--- config.mk ---
export PLATFORM = sky130hd
export DESIGN_NAME = updi_response_queue_handler_flat
export DESIGN_NICKNAME = d
export VERILOG_FILES = /design/src/rtl/updi_response_queue_handler_pkg.sv /design/src/rtl/updi_response_queue_handler_if.sv /design/src/rtl/updi_response_queue_handler_timeout.sv /design/src/rtl/updi_response_queue_handler.sv /design/src/flat_wrapper.sv
export SDC_FILE = /design/constraint.sdc
export NUM_CORES = 1
export LEC_CHECK = 0
export BUFFER_PORTS_ARGS = -buffer_cell sky130_fd_sc_hd__buf_4
export CAP_MARGIN = 20
export CORE_MARGIN = 8
export CORE_UTILIZATION = 46
export DETAILED_ROUTE_END_ITERATION = 8
export PLACE_DENSITY = 0.7
export SLEW_MARGIN = 10
export SYNTH_ARGS = -nofsm -noshare
export SYNTH_HDL_FRONTEND = slang
export SYNTH_SLANG_ARGS = --single-unit
--- constraint.sdc ---
create_clock -name clk -period 5 [get_ports clk]
set_clock_uncertainty 0.05 [all_clocks]
set_input_delay 0.5 -clock clk [delete_from_list [all_inputs] [get_ports clk]]
set_output_delay 0.5 -clock clk [all_outputs]
set_load 0.005 [all_outputs]
--- src/rtl/updi_response_queue_handler_pkg.sv ---
// Shared UPDI definitions: FSM state and phase encodings plus protocol byte values,
// common to the TX-side and RX-side queue handlers.
package updi_pkg;

  typedef enum logic [1:0] {
    IDLE    = 2'd0,
    ISSUE   = 2'd1,
    CAPTURE = 2'd2
  } updi_response_queue_handler_state;

  typedef enum logic {
    ECHO = 1'b0,
    RESP = 1'b1
  } updi_response_phase;

  localparam logic [7:0] UPDI_SYNCH = 8'h55;
  localparam logic [7:0] UPDI_ACK   = 8'h40;

endpackage

--- src/rtl/updi_response_queue_handler_if.sv ---
// Control, status and RX FIFO signals of the UPDI response queue handler.
// The master side is the instruction sequencer together with the RX FIFO.
interface updi_response_queue_handler_if #(
  parameter int MAX_DATA_SIZE  = 16,
  parameter int DATA_ADDR_BITS = $clog2(MAX_DATA_SIZE)
);
  logic                          start;
  logic                          ready;
  logic                          done;
  logic [DATA_ADDR_BITS+1:0]     echo_len;
  logic [DATA_ADDR_BITS:0]       resp_len;
  logic [MAX_DATA_SIZE-1:0]      ack_mask;
  logic                          ack_received;
  logic [MAX_DATA_SIZE-1:0][7:0] rx_data;
  logic [DATA_ADDR_BITS:0]       rx_count;
  logic                          error_ack;
  logic                          error_timeout;
  logic [7:0]                    fifo_data;
  logic                          fifo_rd_en;
  logic                          fifo_empty;

  modport master (
    output start, echo_len, resp_len, ack_mask, fifo_data, fifo_empty,
    input  ready, done, ack_received, rx_data, rx_count, error_ack, error_timeout, fifo_rd_en
  );

  modport slave (
    input  start, echo_len, resp_len, ack_mask, fifo_data, fifo_empty,
    output ready, done, ack_received, rx_data, rx_count, error_ack, error_timeout, fifo_rd_en
  );
endinterface

--- src/rtl/updi_response_queue_handler_timeout.sv ---
// Clear/increment counter that flags expiry once it has counted TIMEOUT_CYCLES-1 steps.
// Saturates at the expiry value so a stalled caller never wraps it.
module updi_timeout_counter #(
  parameter int TIMEOUT_CYCLES = 65535,
  parameter int TIMEOUT_BITS   = $clog2(TIMEOUT_CYCLES+1)
) (
  input  logic clk,
  input  logic rst,
  input  logic clear,
  input  logic incr,
  output logic expired
);
  logic [TIMEOUT_BITS-1:0] count;

  assign expired = (count == TIMEOUT_BITS'(TIMEOUT_CYCLES-1));

  always_ff @(posedge clk) begin
    if (rst || clear) count <= '0;
    else if (incr && !expired) count <= count + 1'b1;
  end
endmodule

--- src/rtl/updi_response_queue_handler.sv ---
// RX side of the UPDI link: drops the echo of transmitted bytes, captures the response
// bytes, validates ACK positions and reports completion/error per instruction.
//   state   | meaning
//   IDLE    | waiting for start, ready high
//   ISSUE   | waiting for a byte in the RX FIFO, popping it when present
//   CAPTURE | popped byte valid on fifo_data, discard (echo) or store (response)
module updi_response_queue_handler
  import updi_pkg::*;
#(
  parameter int MAX_DATA_SIZE  = 16,
  parameter int DATA_ADDR_BITS = $clog2(MAX_DATA_SIZE),
  parameter int TIMEOUT_CYCLES = 65535,
  parameter int TIMEOUT_BITS   = $clog2(TIMEOUT_CYCLES+1)
) (
  input logic clk,
  input logic rst,
  updi_response_queue_handler_if.slave bus
);
  localparam int CNT_BITS = DATA_ADDR_BITS + 2;
  localparam logic [1:0] S_IDLE    = IDLE;
  localparam logic [1:0] S_ISSUE   = ISSUE;
  localparam logic [1:0] S_CAPTURE = CAPTURE;
  localparam logic       PH_ECHO   = ECHO;
  localparam logic       PH_RESP   = RESP;

  logic [1:0]               state;
  logic                     phase;
  logic [CNT_BITS-1:0]      counter;
  logic [CNT_BITS-1:0]      echo_len_q;
  logic [CNT_BITS-1:0]      resp_len_q;
  logic [CNT_BITS-1:0]      resp_len_clamped;
  logic [MAX_DATA_SIZE-1:0] ack_mask_q;
  logic                     tmr_clear;
  logic                     tmr_incr;
  logic                     tmr_expired;
  logic                     last_echo;
  logic                     last_resp;
  logic                     ack_pos;
  logic                     ack_ok;

  always_comb begin
    resp_len_clamped = CNT_BITS'(bus.resp_len);
    if (resp_len_clamped > CNT_BITS'(MAX_DATA_SIZE)) resp_len_clamped = CNT_BITS'(MAX_DATA_SIZE);
  end

  assign bus.fifo_rd_en = (state == S_ISSUE) && !bus.fifo_empty;
  assign tmr_clear      = ((state == S_IDLE) && bus.start) || bus.fifo_rd_en;
  assign tmr_incr       = (state == S_ISSUE) && bus.fifo_empty;
  assign last_echo      = (counter == echo_len_q - 1'b1);
  assign last_resp      = (counter == resp_len_q - 1'b1);
  assign ack_pos        = ack_mask_q[counter[DATA_ADDR_BITS-1:0]];
  assign ack_ok         = (bus.fifo_data == UPDI_ACK);

  updi_timeout_counter #(
    .TIMEOUT_CYCLES(TIMEOUT_CYCLES),
    .TIMEOUT_BITS  (TIMEOUT_BITS)
  ) u_timeout (
    .clk    (clk),
    .rst    (rst),
    .clear  (tmr_clear),
    .incr   (tmr_incr),
    .expired(tmr_expired)
  );

  always_ff @(posedge clk) begin
    if (rst) begin
      state             <= S_IDLE;
      phase             <= PH_ECHO;
      counter           <= '0;
      echo_len_q        <= '0;
      resp_len_q        <= '0;
      ack_mask_q        <= '0;
      bus.ready         <= 1'b0;
      bus.done          <= 1'b0;
      bus.ack_received  <= 1'b0;
      bus.rx_data       <= '0;
      bus.rx_count      <= '0;
      bus.error_ack     <= 1'b0;
      bus.error_timeout <= 1'b0;
    end else begin
      bus.done         <= 1'b0;
      bus.ack_received <= 1'b0;
      case (state)
        S_IDLE: begin
          bus.ready <= 1'b1;
          if (bus.start) begin
            bus.ready         <= 1'b0;
            echo_len_q        <= bus.echo_len;
            resp_len_q        <= resp_len_clamped;
            ack_mask_q        <= bus.ack_mask;
            bus.rx_count      <= '0;
            bus.error_ack     <= 1'b0;
            bus.error_timeout <= 1'b0;
            counter           <= '0;
            if (bus.echo_len != '0) begin
              phase <= PH_ECHO;
              state <= S_ISSUE;
            end else if (resp_len_clamped != '0) begin
              phase <= PH_RESP;
              state <= S_ISSUE;
            end else begin
              bus.done <= 1'b1;
            end
          end
        end
        S_ISSUE: begin
          if (!bus.fifo_empty) begin
            state <= S_CAPTURE;
          end else if (tmr_expired) begin
            bus.error_timeout <= 1'b1;
            bus.done          <= 1'b1;
            bus.ready         <= 1'b1;
            state             <= S_IDLE;
          end
        end
        S_CAPTURE: begin
          if (phase == PH_ECHO) begin
            if (!last_echo) begin
              counter <= counter + 1'b1;
              state   <= S_ISSUE;
            end else if (resp_len_q == '0) begin
              bus.done  <= 1'b1;
              bus.ready <= 1'b1;
              state     <= S_IDLE;
            end else begin
              counter <= '0;
              phase   <= PH_RESP;
              state   <= S_ISSUE;
            end
          end else begin
            bus.rx_data[counter[DATA_ADDR_BITS-1:0]] <= bus.fifo_data;
            bus.rx_count <= bus.rx_count + 1'b1;
            // A wrong byte in an ACK slot aborts; the rest of the response stays in the FIFO.
            if (ack_pos && !ack_ok) begin
              bus.error_ack <= 1'b1;
              bus.done      <= 1'b1;
              bus.ready     <= 1'b1;
              state         <= S_IDLE;
            end else begin
              bus.ack_received <= ack_pos;
              if (last_resp) begin
                bus.done  <= 1'b1;
                bus.ready <= 1'b1;
                state     <= S_IDLE;
              end else begin
                counter <= counter + 1'b1;
                state   <= S_ISSUE;
              end
            end
          end
        end
        default: state <= S_IDLE;
      endcase
    end
  end
endmodule

--- src/flat_wrapper.sv ---
// flat-port wrapper written by rule: the top's interface ports become plain ports
module updi_response_queue_handler_flat import updi_pkg::*;
#(
  parameter int MAX_DATA_SIZE  = 16,
  parameter int DATA_ADDR_BITS = $clog2(MAX_DATA_SIZE),
  parameter int TIMEOUT_CYCLES = 65535,
  parameter int TIMEOUT_BITS   = $clog2(TIMEOUT_CYCLES+1)
)
  (clk, rst, bus_start, bus_echo_len, bus_resp_len, bus_ack_mask, bus_fifo_data, bus_fifo_empty, bus_ready, bus_done, bus_ack_received, bus_rx_data, bus_rx_count, bus_error_ack, bus_error_timeout, bus_fifo_rd_en);
  updi_response_queue_handler_if #(.MAX_DATA_SIZE(MAX_DATA_SIZE), .DATA_ADDR_BITS(DATA_ADDR_BITS)) bus_i ();
  input logic clk;
  input logic rst;
  input wire logic [$bits(bus_i.start)-1:0] bus_start;
  input wire logic [$bits(bus_i.echo_len)-1:0] bus_echo_len;
  input wire logic [$bits(bus_i.resp_len)-1:0] bus_resp_len;
  input wire logic [$bits(bus_i.ack_mask)-1:0] bus_ack_mask;
  input wire logic [$bits(bus_i.fifo_data)-1:0] bus_fifo_data;
  input wire logic [$bits(bus_i.fifo_empty)-1:0] bus_fifo_empty;
  output wire logic [$bits(bus_i.ready)-1:0] bus_ready;
  output wire logic [$bits(bus_i.done)-1:0] bus_done;
  output wire logic [$bits(bus_i.ack_received)-1:0] bus_ack_received;
  output wire logic [$bits(bus_i.rx_data)-1:0] bus_rx_data;
  output wire logic [$bits(bus_i.rx_count)-1:0] bus_rx_count;
  output wire logic [$bits(bus_i.error_ack)-1:0] bus_error_ack;
  output wire logic [$bits(bus_i.error_timeout)-1:0] bus_error_timeout;
  output wire logic [$bits(bus_i.fifo_rd_en)-1:0] bus_fifo_rd_en;
  assign bus_i.start = bus_start;
  assign bus_i.echo_len = bus_echo_len;
  assign bus_i.resp_len = bus_resp_len;
  assign bus_i.ack_mask = bus_ack_mask;
  assign bus_i.fifo_data = bus_fifo_data;
  assign bus_i.fifo_empty = bus_fifo_empty;
  assign bus_ready = bus_i.ready;
  assign bus_done = bus_i.done;
  assign bus_ack_received = bus_i.ack_received;
  assign bus_rx_data = bus_i.rx_data;
  assign bus_rx_count = bus_i.rx_count;
  assign bus_error_ack = bus_i.error_ack;
  assign bus_error_timeout = bus_i.error_timeout;
  assign bus_fifo_rd_en = bus_i.fifo_rd_en;
  updi_response_queue_handler #(.MAX_DATA_SIZE(MAX_DATA_SIZE), .DATA_ADDR_BITS(DATA_ADDR_BITS), .TIMEOUT_CYCLES(TIMEOUT_CYCLES), .TIMEOUT_BITS(TIMEOUT_BITS)) u_core (.clk(clk), .rst(rst), .bus(bus_i));
endmodule
==> results of run 1 <==
-- cells in the mapped netlist, drive strengths merged (5+ instances only) --
cell type / count
nand3: 138
nor2: 43
o21ai: 15
clkbuf: 67
xnor2: 15
nor3: 10
buf: 10
nand4: 5
dfxtp: 190
or3: 9
ha: 13
nand2: 210
a21oi: 174
inv: 21
nor3b: 6
xor2: 11
-- report_power, final --
group / total (mW) / internal, mW / switching (mW)
clock network: 1.33 / 0.718 / 0.617
logic: 0.273 / 0.0941 / 0.179
registers: 1.56 / 1.53 / 0.0229
-- metal layers --
metal	GRT usage, %	up-vias	wire [um]
met1	27.05	3425	10240
met3	5.442	33	1761
met5	0	-	0
met4	7.853	0	487
met2	33.00	270	10810
li1	-	3670	-
-- worst max-delay path: cells and delay by family, from the launching register on --
family           cells  cell delay [ns]
AND/OR/NAND/NOR      2             0.58
multiplexers         2             0.86
flip-flops           1             0.73
AO/OA/AOI/OAI        3             0.58
-- state kept, by name, summed over array words and instances, names as in the netlist --
| register | flops |
|---|---|
| u_core.bus.rx_data | 128 |
| u_core.ack_mask_q | 16 |
| u_core.u_timeout.count | 16 |
| u_core.counter | 6 |
| u_core.echo_len_q | 6 |
| u_core.bus.rx_count | 5 |
| u_core.resp_len_q | 5 |
| u_core.state | 2 |
| u_core.bus.ack_received | 1 |
| u_core.bus.done | 1 |
| u_core.bus.error_ack | 1 |
| u_core.bus.error_timeout | 1 |
| u_core.bus.ready | 1 |
| u_core.phase | 1 |
-- kinds of logic after synthesis --
family          share of synthesized area [%]
compound gates                          14.87
xor+xnor                                3.148
fa+ha+maj                               2.046
buf+inv                                 4.927
flops                                   47.85
mux                                     1.968
simple gates                            25.18
-- worst max-delay path by stage --
stage | from | slack, ns | endpoint | cells after the start
after floorplan | bus_fifo_data[0] | 2.55 | u_core.counter[3] | 8
after global placement | u_core.counter[2] | 2.32 | u_core.counter[3] | 7
after detailed placement | u_core.counter[2] | 2.16 | u_core.counter[3] | 7
after CTS | u_core.counter[2] | 2.13 | u_core.counter[3] | 7
after global routing | u_core.counter[2] | 1.96 | u_core.counter[2] | 7
final | u_core.counter[2] | 2.13 | u_core.counter[3] | 7
-- through the flow --
stage | util, % | setup slack [ns] | instances | area [um2] | hold slack, ns
6_report | 58.16 | 2.132 | 1366 | 9955 | 0.2681
3_3_place_gp | 54.56 | 2.324 | 1333 | 9339 | 0.3931
3_5_place_dp | 54.56 | 2.161 | 1333 | 9339 | 0.3978
4_1_cts | 58.01 | 2.128 | 1365 | 9930 | 0.2513
5_1_grt | 58.16 | 1.960 | 1366 | 9955 | 0.2554
2_1_floorplan | - | 2.549 | 998 | 7949 | 0.3815
-- cell type report --
| class | instances | area, um2 |
|---|---|---|
| inverters | 21 | 78.83 |
| clock buffers | 18 | 439.2 |
| repair buffers | 188 | 1429 |
| fillers | 1602 | 7162 |
| multi-input cells | 710 | 3771 |
| well taps | 225 | 281.5 |
| flip-flops and latches | 190 | 3804 |
| clock inverters | 14 | 151.4 |
==> flow_summary.yaml, run 1 <==
outcome:
  outcome: "finished clean"
timing:
  fmax_mhz: 348.7
  finalSetupViolations: 0
  slew_viol_final: 0
  hold_viol: 0
  tightestPinTransition_ns: 1.119
  rsz_0062_raised_after_global_routing: "false"
  finalWorstPathRequiredPeriod_ns: 2.868
  setup_tns_ns: 0
  final_min_period_over_clock_period_pct: 57.36
  slew_headroom_pct: 25.39
grt:
  antenna_found_initial: 0
  first_global_vias: 7021
  grt_use_total_pct: 20.94
  globalRoute.totalOverflow: 0
  grt_max_degree: 108
  global_route_wire_length_before_repair_um: 37130
floorplanning:
  die_width_um: 147.5
  fp.dieH_um: 147.5
  die_area_mm2: 0.02174
  io-pin-count: 178
  starting_utilization_of_the_core_area_pct: 46.44
  core_area_mm2: 0.01712
  std_cell_rows: 48
hold_path:
  timing.hold.worst_endpoint: "u_core.ack_mask_q[3]"
  hold_path_depth: 3
  hold_path.class: "input port to flip-flop"
  startpoint_of_the_most_critical_hold_path: "bus_ack_mask[3]"
logic_synthesis:
  synth_seq_cells: 190
  post_synth.cell_area_avg_um2: 7.965
  post_syn_area_mm2: 0.007949
  synth-async-reset-ratio_pct: 0
  synthesis.yosys.warnings: 0
  synth.distinct_cells: 57
  synth_seq_area_share_pct: 47.85
  yosysTopAreaCell: "sky130_fd_sc_hd__dfxtp_1"
  synth-edff-count: 0
  syn-num-nets: 1050
  synthDominantCellAreaShare_pct: 47.85
  ranking_of_synthesized_cells_by_area: "sky130_fd_sc_hd__dfxtp_1, sky130_fd_sc_hd__a21oi_1, sky130_fd_sc_hd__nand2_1, sky130_fd_sc_hd__nand3_1, sky130_fd_sc_hd__clkbuf_1"
  synthesis.instances: 998
  yosys_most_used_dff: "sky130_fd_sc_hd__dfxtp_1"
route:
  via_density_per_instance: 5.416
  dr.first_iter.drc_count: 635
  route.vias.total: 7398
  detail-route-antenna-nets: 0
  drt_drc_violations_left: 0
  drt-total-wl_um: 23300
  firstDrtPassIters: 8
  wl_per_cell_um: 17.05
finish:
  antenna_cells_inserted: 0
  most-common-layout-cells: "sky130_fd_sc_hd__nand2_1, sky130_fd_sc_hd__dfxtp_1, sky130_fd_sc_hd__buf_4"
  areaGrowthSynthToFinish_pct: 25.23
  fin_nets: 1180
  drive_above_1_share_pct: 20.68
  mostFrequentLayoutCell: "sky130_fd_sc_hd__nand2_1"
clock_network:
  buffers_from_clock_root_to_sink_at_most: 2
  holdBufCountCts: 0
  cts-buffers-inserted: 17
  cts_resized: 0
  cts.root.buffer_cell: "sky130_fd_sc_hd__clkbuf_16"
  postCtsSetupRepairBufs: 0
  cts.htree.levels: 4
  tritoncts: "yes"
  cts_num_sinks: 190
  clk_latency_ns: 0.43
  clk_pin_slew_ns: 0.07
placement:
  gp_congestion: 0.8448
  buffer_ports.inserted: 177
  dp.final_hpwl_um: 16150
worst_setup_path:
  timing.rr.end: "u_core.counter[3]"
  critical_path.endpoint_type: "flip-flop"
  critical_path.reg2reg.startpoint: "u_core.counter[2]"
  slowest_delay_ns: 0.73
  setup.reg_to_reg.worst_slack_ns: 2.13
  reg2reg_depth: 7
  timing.critical_path.arrival_ns: 3.17
  timing.critical_path.from_type: "flip-flop"
  crit_path_top_delay_cell: "sky130_fd_sc_hd__dfxtp_1"
  critical_path.cell_chain: "mux4_1, mux2i_1, o22ai_1, a31oi_4, nor2_2, or4_1, a21oi_1"
  worstPathMaxFanout: 14
  worstPathRequired_ns: 5.30
  timing.setup.critical_path_class: "flip-flop to flip-flop"
power_and_ir_drop:
  power_density_mw_per_mm2: 318.1
  vdd_drop_max_mv: 0.2664
  final_total_pwr_mw: 3.166
  leakage_nw: 3.719
flow_run:
  cap_violations: 0
(Power assumes the default switching activity.)
==> inputs of run 2 (changes only) <==
Settings changed: PLACE_DENSITY 0.7 to 0.72.
Clock period 5 ns to 2.5 ns, I/O delays scaled along.
==> run 2 against run 1 <==
  * Clock power is 95% higher
  * Global-route usage is 0.36 points higher
  * Combinational power is 120% higher
  * First-iteration DRC count is 7.6% lower
  * Register-to-register slack worse by 2.0 ns
  * Maximum frequency is 19% higher
  * Setup slack worse by 2.0 ns
  * Power is 99% higher
  * Via count is 2.4% higher
  * Worst hold slack worse by 0.25 ns
==> flow_summary.yaml, run 2 (same netlist as run 1, synthesis figures left out) <==
timing:
  finalSetupViolations: 0
  hold_viol: 0
  finalWorstPathRequiredPeriod_ns: 2.407
  slew_headroom_pct: 44.96
  final_min_period_over_clock_period_pct: 96.29
  fmax_mhz: 415.4
  slew_viol_final: 0
  tightestPinTransition_ns: 0.8257
flow_run:
  cap_violations: 0
route:
  firstDrtPassIters: 5
  detail-route-antenna-nets: 0
  via_density_per_instance: 5.439
  wirelength_met1_um: 10890
  dr.first_iter.drc_count: 587
  drt_drc_violations_left: 0
  uppermost_routed_layer: "met4"
  met2_wirelength_um: 11290
  route.vias.total: 7576
  wl_per_cell_um: 17.19
  drt-total-wl_um: 23940
  met3WireLength_um: 1439
worst_setup_path:
  setup.reg_to_reg.worst_slack_ns: 0.09
  worstPathRequired_ns: 2.80
  critical_path.reg2reg.startpoint: "u_core.echo_len_q[0]"
  timing.setup.critical_path_class: "flip-flop to flip-flop"
  timing.critical_path.arrival_ns: 2.71
  critical_path.endpoint_type: "flip-flop"
  timing.critical_path.from_type: "flip-flop"
  timing.rr.end: "u_core.counter[2]"
  worstPathMaxFanout: 6
  reg2reg_depth: 8
finish:
  layout.filler_cells: 1556
  layout_top_registers: "u_core.bus.rx_data: 128 flops, u_core.ack_mask_q: 16 flops, u_core.u_timeout.count: 16 flops"
  finalNonFillerCells: 1393
  fin_nets: 1208
  antenna_cells_inserted: 0
  seq_area_mm2: 0.003809
  top_reg_by_flops: "u_core.bus.rx_data"
  areaGrowthSynthToFinish_pct: 28.43
  most-common-layout-cells: "sky130_fd_sc_hd__buf_4, sky130_fd_sc_hd__nand2_1, sky130_fd_sc_hd__dfxtp_1"
  flip_flop_count_of_the_largest_register_all_copies_and_words_added: 128
  multi_input_area_mm2: 0.003824
  fin_area_mm2: 0.01021
  drive_above_1_share_pct: 23.37
  mostFrequentLayoutCell: "sky130_fd_sc_hd__buf_4"
floorplanning:
  starting_utilization_of_the_core_area_pct: 46.44
  fp.dieH_um: 147.5
  die_area_mm2: 0.02174
  core_area_mm2: 0.01712
  std_cell_rows: 48
  die_width_um: 147.5
  io-pin-count: 178
clock_network:
  cts.htree.levels: 4
  tritoncts: "yes"
  cts-buffers-inserted: 17
  cts_num_sinks: 190
  cts.root.buffer_cell: "sky130_fd_sc_hd__clkbuf_16"
  buffers_from_clock_root_to_sink_at_most: 2
  clk_pin_slew_ns: 0.07
  clk_latency_ns: 0.43
placement:
  dp.final_hpwl_um: 16560
  gp_congestion: 0.8512
  dpl_cell_area_mm2: 0.009564
  buffer_ports.inserted: 177
  placed_cells: 1358
hold_path:
  timing.hold.worst_endpoint: "u_core.ack_mask_q[5]"
  startpoint_of_the_most_critical_hold_path: "bus_ack_mask[5]"
  hold_path.class: "input port to flip-flop"
  hold_path_depth: 3
outcome:
  outcome: "finished clean"
power_and_ir_drop:
  vdd_drop_max_mv: 0.4713
  final_total_pwr_mw: 6.317
  power_density_mw_per_mm2: 618.8
  leakage_nw: 3.861
grt:
  global_route_wire_length_before_repair_um: 37920
  globalRoute.totalOverflow: 0
  grt_use_total_pct: 21.31
  antenna_found_initial: 0
  first_global_vias: 7087
  grt_max_degree: 140
[run 2: cell types whose count changed in the layout (fill, tap and decap cells not counted), moves of 3 or more]
cell | before | now
sky130_fd_sc_hd__buf_4 | 187 | 212
sky130_fd_sc_hd__buf_12 | 0 | 3
sky130_fd_sc_hd__clkinvlp_4 | 4 | 0
sky130_fd_sc_hd__clkinv_2 | 0 | 4
[run 2: how the worst max path moves through the flow]
stage / startpoint / endpoint / slack, ns
final: u_core.echo_len_q[0] / u_core.counter[2] / 0.09
after detailed placement: u_core.counter[2] / u_core.counter[3] / -0.02
after CTS: u_core.echo_len_q[0] / u_core.counter[5] / 0.006
after global routing: u_core.counter[2] / u_core.counter[2] / -0.02
after global placement: bus_fifo_data[5] / u_core.counter[3] / 0.04
after floorplan: u_core.echo_len_q[0] / u_core.state[0] / 0.23
[run 2: power breakdown]
part | leakage [nW] | internal [mW] | switching [mW] | total (mW)
Sequential | 1.54 | 3.07 | 0.0428 | 3.11
Combinational | 2.05 | 0.225 | 0.384 | 0.610
Clock | 0.278 | 1.40 | 1.19 | 2.59
[run 2: worst max-delay path: stages (launching register included)]
cell and delay (ns):
sky130_fd_sc_hd__dfxtp_1 0.34, sky130_fd_sc_hd__or3_4 0.43, sky130_fd_sc_hd__xnor2_2 0.18, sky130_fd_sc_hd__mux2_2 0.40, sky130_fd_sc_hd__o211ai_1 0.18, sky130_fd_sc_hd__o211ai_1 0.12, sky130_fd_sc_hd__buf_4 0.17, sky130_fd_sc_hd__or3_1 0.32
sky130_fd_sc_hd__a21oi_2 0.14
[run 2: final cells by class]
class	instances	share of cell area [%]
clock buffer	19	4.339
clock inverter	12	1.091
inverter	21	0.7722
multi-input combinational	710	37.46
sequential	190	37.31
tap	225	2.758
timing repair buffer	216	16.28
[run 2: repair_timing]
action | 4_1_cts | 5_1_grt
endpoints found under the hold margin | 0 | 1
endpoints found under the setup margin | 5 | 9
setup buffers | 1 | 2
hold buffers | 0 | 1
resized for setup | 1 | 13
pin swaps | 1 | 3
cloned | 0 | 0
[run 2: through the flow]
stage	hold WS, ns	utilization, %	setup TNS (ns)	setup WS, ns
after floorplan	0.3360	-	0	0.2286
after global placement	0.3929	55.88	0	0.04288
after detailed placement	0.3966	55.88	-0.04867	-0.02382
after CTS	0.0003935	59.17	0	0.005606
after global routing	0.01252	59.64	-0.02269	-0.02269
final	0.01557	59.64	0	0.09275
[run 2: layer usage]
layer  global-route usage, %  up-vias
met5                       0        -
met4                   6.221        0
met3                   4.922       21
met2                   33.65      242
met1                   28.50     3584
li1                        -     3729
